`src/rtl/station_pkg.sv`:
```
`default_nettype none
// ============================================================================
// Module   : station_pkg
// Purpose  : Shared state encoding, opcodes and widths for the station
//            controller.
// Revision : 1.0 - initial release
// ============================================================================
package station_pkg;

    typedef enum logic [1:0] {
        ST_IDLE    = 2'd0,
        ST_TRANSIT = 2'd1,
        ST_ARRIVE  = 2'd2
    } state_t;

    localparam logic [1:0] OP_STOP = 2'b00;
    localparam logic [1:0] OP_GOTO = 2'b01;

    localparam int TIMER_W = 28;
    localparam int DEST_W  = 6;

    function automatic logic [TIMER_W-1:0] widen_buzz(input logic [23:0] cycles);
        return {{(TIMER_W-24){1'b0}}, cycles};
    endfunction

endpackage
`default_nettype wire

```
`src/rtl/station_timer.sv`:
```
`default_nettype none
// ============================================================================
// Module   : station_timer
// Purpose  : Loadable saturating down-counter; expire is flagged on the last
//            cycle of a loaded interval so the owner leaves on the next edge.
// Revision : 1.0 - initial release
// ============================================================================
module station_timer
    import station_pkg::*;
#(
    parameter int WIDTH = TIMER_W
) (
    input  logic             clk,
    input  logic             rst,
    input  logic             load,
    input  logic [WIDTH-1:0] load_val,
    input  logic             en,
    output logic             expire
);

    localparam logic [WIDTH-1:0] c_one  = {{(WIDTH-1){1'b0}}, 1'b1};
    localparam logic [WIDTH-1:0] c_zero = '0;

    logic [WIDTH-1:0] r_count;

    // A loaded value of N expires on the Nth enabled cycle; zero never wraps.
    always_ff @(posedge clk or posedge rst) begin
        if (rst) begin
            r_count <= c_zero;
        end else if (load) begin
            r_count <= load_val;
        end else if (en && (r_count != c_zero)) begin
            r_count <= r_count - c_one;
        end
    end

    assign expire = (r_count <= c_one);

endmodule
`default_nettype wire

```
`src/rtl/station_ctrl.sv`:
```
`default_nettype none
// ============================================================================
// Module   : station_ctrl
// Purpose  : Station-to-station motion controller: accepts STOP/GOTO
//            commands, matches barcode IDs, drives go/buzz and a timeout flag.
// Revision : 1.0 - initial release
// ============================================================================
module station_ctrl
    import station_pkg::*;
#(
    parameter logic [23:0] BUZZ_CYCLES    = 24'd12_500_000,
    parameter logic [27:0] TIMEOUT_CYCLES = 28'd200_000_000
) (
    input  logic        clk,
    input  logic        rst,
    input  logic        cmd_rdy,
    input  logic [15:0] cmd,
    output logic        clr_cmd_rdy,
    input  logic        ID_vld,
    input  logic [7:0]  ID,
    output logic        clr_ID_vld,
    output logic        go,
    output logic        buzz,
    output logic        in_transit,
    output logic        station_err
);

    state_t              r_state;
    state_t              w_state_nxt;
    logic [DEST_W-1:0]   r_dest;
    logic [DEST_W-1:0]   w_dest_nxt;

    logic                w_cmd_v;
    logic                w_id_v;
    logic [1:0]          w_opcode;
    logic                w_id_match;

    logic                w_tmr_load;
    logic [TIMER_W-1:0]  w_tmr_val;
    logic                w_tmr_en;
    logic                w_tmr_expire;

    logic                w_err_set;
    logic                w_err_clr;

    logic                w_go_nxt;
    logic                w_buzz_nxt;
    logic                w_in_transit_nxt;
    logic                w_err_nxt;
    logic                w_clr_cmd_nxt;
    logic                w_clr_id_nxt;

    // A request still high during its own acknowledge cycle is the same request.
    assign w_cmd_v    = cmd_rdy & ~clr_cmd_rdy;
    assign w_id_v     = ID_vld  & ~clr_ID_vld;
    assign w_opcode   = cmd[15:14];
    assign w_id_match = (ID[DEST_W-1:0] == r_dest);
    assign w_tmr_en   = (r_state != ST_IDLE);

    station_timer #(
        .WIDTH    (TIMER_W)
    ) u_timer (
        .clk      (clk),
        .rst      (rst),
        .load     (w_tmr_load),
        .load_val (w_tmr_val),
        .en       (w_tmr_en),
        .expire   (w_tmr_expire)
    );

    always_ff @(posedge clk or posedge rst) begin
        if (rst) begin
            r_state     <= ST_IDLE;
            r_dest      <= '0;
            go          <= 1'b0;
            buzz        <= 1'b0;
            in_transit  <= 1'b0;
            station_err <= 1'b0;
            clr_cmd_rdy <= 1'b0;
            clr_ID_vld  <= 1'b0;
        end else begin
            r_state     <= w_state_nxt;
            r_dest      <= w_dest_nxt;
            go          <= w_go_nxt;
            buzz        <= w_buzz_nxt;
            in_transit  <= w_in_transit_nxt;
            station_err <= w_err_nxt;
            clr_cmd_rdy <= w_clr_cmd_nxt;
            clr_ID_vld  <= w_clr_id_nxt;
        end
    end

    // Autonomous transitions first; a valid command then overrides them, and
    // any ID arriving alongside a command is discarded.
    always_comb begin
        w_state_nxt = r_state;
        w_dest_nxt  = r_dest;
        w_tmr_load  = 1'b0;
        w_tmr_val   = TIMEOUT_CYCLES;
        w_err_set   = 1'b0;
        w_err_clr   = 1'b0;

        case (r_state)
            ST_TRANSIT: begin
                if (w_id_v && !w_cmd_v && w_id_match) begin
                    w_state_nxt = ST_ARRIVE;
                    w_tmr_load  = 1'b1;
                    w_tmr_val   = widen_buzz(BUZZ_CYCLES);
                end else if (w_tmr_expire) begin
                    w_state_nxt = ST_IDLE;
                    w_err_set   = 1'b1;
                end
            end
            ST_ARRIVE: begin
                if (w_tmr_expire) begin
                    w_state_nxt = ST_IDLE;
                end
            end
            default: begin
            end
        endcase

        if (w_cmd_v) begin
            case (w_opcode)
                OP_STOP: begin
                    w_state_nxt = ST_IDLE;
                    w_tmr_load  = 1'b0;
                    w_err_set   = 1'b0;
                end
                OP_GOTO: begin
                    w_state_nxt = ST_TRANSIT;
                    w_dest_nxt  = cmd[DEST_W-1:0];
                    w_tmr_load  = 1'b1;
                    w_tmr_val   = TIMEOUT_CYCLES;
                    w_err_set   = 1'b0;
                    w_err_clr   = 1'b1;
                end
                default: begin
                end
            endcase
        end
    end

    always_comb begin
        w_go_nxt         = (w_state_nxt == ST_TRANSIT);
        w_in_transit_nxt = (w_state_nxt == ST_TRANSIT);
        w_buzz_nxt       = (w_state_nxt == ST_ARRIVE);
        w_clr_cmd_nxt    = w_cmd_v;
        w_clr_id_nxt     = w_id_v;
        w_err_nxt        = station_err;
        if (w_err_set) begin
            w_err_nxt = 1'b1;
        end else if (w_err_clr) begin
            w_err_nxt = 1'b0;
        end
    end

endmodule
`default_nettype wire

```
`config.mk`:
```
export PLATFORM = sky130hd
export DESIGN_NAME = station_ctrl
export DESIGN_NICKNAME = d
export VERILOG_FILES = /design/src/rtl/station_pkg.sv /design/src/rtl/station_timer.sv /design/src/rtl/station_ctrl.sv
export SDC_FILE = /design/constraint.sdc
export NUM_CORES = 1
export LEC_CHECK = 0
export CORE_AREA = 2 2 78 80
export DETAILED_ROUTE_END_ITERATION = 10
export DIE_AREA = 0 0 80 82
export GPL_TIMING_DRIVEN = 0
export HOLD_SLACK_MARGIN = 0.06
export SYNTH_ARGS = -nofsm -noshare
export SYNTH_HDL_FRONTEND = slang
export SYNTH_SLANG_ARGS = --single-unit
```
`constraint.sdc`:
```
create_clock -name clk -period 6 [get_ports clk]
set_input_delay 1.2 -clock clk [delete_from_list [all_inputs] [get_ports clk]]
set_output_delay 1.2 -clock clk [all_outputs]
set_load 0.005 [all_outputs]
```
==> results.md <==
* Status: complete, no violations
* Crit path max-delay cell type: clkdlybuf4s50_1
* Metal2 WL at 2110 µm
* Maximum fanout along the worst path at 9
* Top delay family on crit path: simple AND/OR/NAND/NOR gates
* DRT Pass-1 Iters at 4
* Row cnt at 28
* Int Pwr at 525 µW
* Routed met3 length at 176 µm
* Chip Height at 82 µm
* Reg power frac at 0.487
* Dpl hpwl at 3170 µm
* Hold Path Sink: clr_ID_vld
* Max layer used: met4
* Pleak at 0.00104 µW
* WL per Instance at 13.3 µm
* Post-synth top area share at 0.461
* Logic pwr share at 0.254
* GRT Total Usage at 0.152
* Minimum clock period at 2.84 ns
* Most area-hungry cell type in the Yosys netlist: dfrtp_1
* Final setup violating endpoints at 0
* Net Sw Frac at 0.322
* Cells after DPL at 324
* Clk sink count at 41
* FF-to-FF Start: u_timer.r_count[16]
* Flop-to-flop setup slack at 3.89 ns
* Max-slew headroom at 0.425
* Clock Latency Late Sink at 0.29 ns
* Clock power share at 0.259
* Post-Route WL at 4420 µm
* Critical path class: in2reg
* Commonest non-fill, non-tap cell in the layout: dfrtp_1
* Core area at 0.00575 mm²
* FF-to-FF path depth at 6
* Slew Limit Fails at 0
* Critical path arrival at 3.01 ns
* Max-cap viol count at 0
* Measured slew at the worst slew-check pin at 0.861 ns
* Setup TNS at 0 ns
* Vias in the first global route at 1625
* Yosys reg bits at 41
* Hold Crit Start: clr_ID_vld
* DRC Markers at 0
* Commonest non-fill, non-tap cells in the layout: dfrtp_1, nand2_1, nor2_1
* Drt first-iter violations at 72
* Vias/cell at 4.89
* N_diodes at 0
* Hold crit path type: reg2reg
* RSZ-0062 raised after global routing: no
* Max Clock Freq at 0.352 GHz
* Reg clk slew, reported paths at 0.08 ns
* Filler instances at 574
* Crit path top cell by count: nand2_1
* Synthesized area per cell at 9.84 µm²
* Layout cells sized above 1 at 0.117
* Syn. warnings at 0
* Layout area overhead at 19.4%
* Synth cell types at 37
* Resize count post-CTS at 0
* Grt ovf at 0
* Mapped Area at 0.00222 mm²
* Global-route wire length before repair at 7730 µm
* Crit path required time at 6.17 ns
* Postcts setup bufs at 0
* Hold buffer count at cts at 0
* Startpoint types: input port
* Post-synth net total at 259
* Vias at 1622
* Pwr dens at 291 mW/mm²
* Clock Tree Root: clkbuf_8
* Io pins at 34
* Pin count of the biggest net entering global routing at 42
* Post-Syn Instances at 226
* Non-Filler Instances at 332
* Critical path buffers and inverters at 1
* Hold Path Cell Cnt at 1
* ANT nets after route at 0
* Die area at 0.00656 mm²
* Initial core utilization at 0.387
* M1 wire length at 2100 µm
* Initial antenna violation count at 0
* Area contributors post-synth: dfrtp_1, xnor2_1, nand2_1
* Hold WS at 0.466 ns
* Clock tree buffer depth at 2
* CTS tree: built
* Final Skew at 0.00767 ns
* Final Hold Viols at 0
* CP peak stage delay at 0.45 ns
* # port buffers at 23
* Layout net count at 289
* H-tree lvl count at 2
* Placer Congestion at 0.758
* R2R Path End: buzz
* Die W at 80 µm
* Sequential share of the synthesized area at 0.461
* Maximum vdd drop at 0.000113 V
* Critical path endpoint category: register
* CTS Buf Count at 5
* Cell Chain, Critical Path: clkdlybuf4s50_1 > nor2b_1 > nand4_1 > nor3_1 > nand2_1 > nand2_1 > nor2_1
* NetSw at 249 µW
* Final period utilization at 0.473
## layout make-up
cell class	count	area (µm²)	area share
Sequential cell	41	1030	0.386
Inverter	8	30.0	0.0113
Buffer	5	33.8	0.0127
Tap cell	75	93.8	0.0353
Timing Repair Buffer	23	230	0.0867
Multi-Input combinational cell	172	1140	0.430
Clock inverter	1	5.00	0.00188
Clock buffer	7	96.3	0.0363
## per-stage QoR
step	worst slack (ns)	area, µm²	utilization	total power [µW]
6_report	3.16	2660	0.462	774
3_3_place_gp	2.37	2550	0.444	574
4_1_cts	2.63	2650	0.461	781
5_1_grt	2.86	2660	0.462	829
3_5_place_dp	2.35	2550	0.444	579
2_1_floorplan	3.52	2220	-	523
## Yosys cell counts, drive strengths merged
library cell and instances:
a211oi 2, a21oi 1, a31oi 1, a32o 1
and2 3, buf 3, clkbuf 2, dfrtp 41
ha 5, inv 8, nand2 37, nand2b 5
nand3 4, nand4 5, nor2 25, nor2b 2
nor3 9, nor4 13, nor4b 3, o21ai 17
o21bai 1, o311a 1, o31a 1, or2 1
or3 3, xnor2 22, xor2 10
## cells by family (layout without fill, tap and decap cells)
group,Yosys count,after routing,synth area share
simple gates,110,110,0.284
fa+ha+maj,5,5,0.0281
buf+inv,13,44,0.0287
xor+xnor,32,32,0.126
compound gates,25,25,0.0720
flops,41,41,0.461
## sequential cells by signal (all words and copies together), names as in the netlist
| register | flops |
|---|---|
| clr_ID_vld | 1 |
| station_err | 1 |
| in_transit | 1 |
| buzz | 1 |
| r_dest | 6 |
| r_state | 2 |
| u_timer.r_count | 28 |
| clr_cmd_rdy | 1 |
## worst register-to-register path: cells and delay by family (launching register included)
family          cells  cell delay (ns)
flops               1             0.44
compound gates      2             0.40
simple gates        4             1.17
## power by group through the flow
stage               Combinational [µW]  Clock [µW]  Sequential, µW
finish                             197         200             377
global route                       228         216             385
CTS                                198         205             378
detailed placement                 196           0             383
global placement                   192           0             382
floorplan                          151           0             373
## worst max path at each step
stage / startpoint / endpoint / slack, ns / cells past startpoint
2_1_floorplan: ID[2] / buzz / 3.52 / 5
3_3_place_gp: ID_vld / u_timer.r_count[23] / 2.37 / 6
3_5_place_dp: ID_vld / u_timer.r_count[19] / 2.35 / 6
4_1_cts: ID_vld / u_timer.r_count[19] / 2.63 / 6
5_1_grt: ID_vld / u_timer.r_count[19] / 2.86 / 6
6_report: ID_vld / u_timer.r_count[7] / 3.16 / 7
## routing by layer
layer / GRT usage / vias up
met1: 0.201 / 764
met5: 0 / -
met2: 0.252 / 30
met4: 0.0407 / 0
met3: 0.0352 / 4
li1: - / 824
No activity file was read; power rests on OpenSTA's default activity.
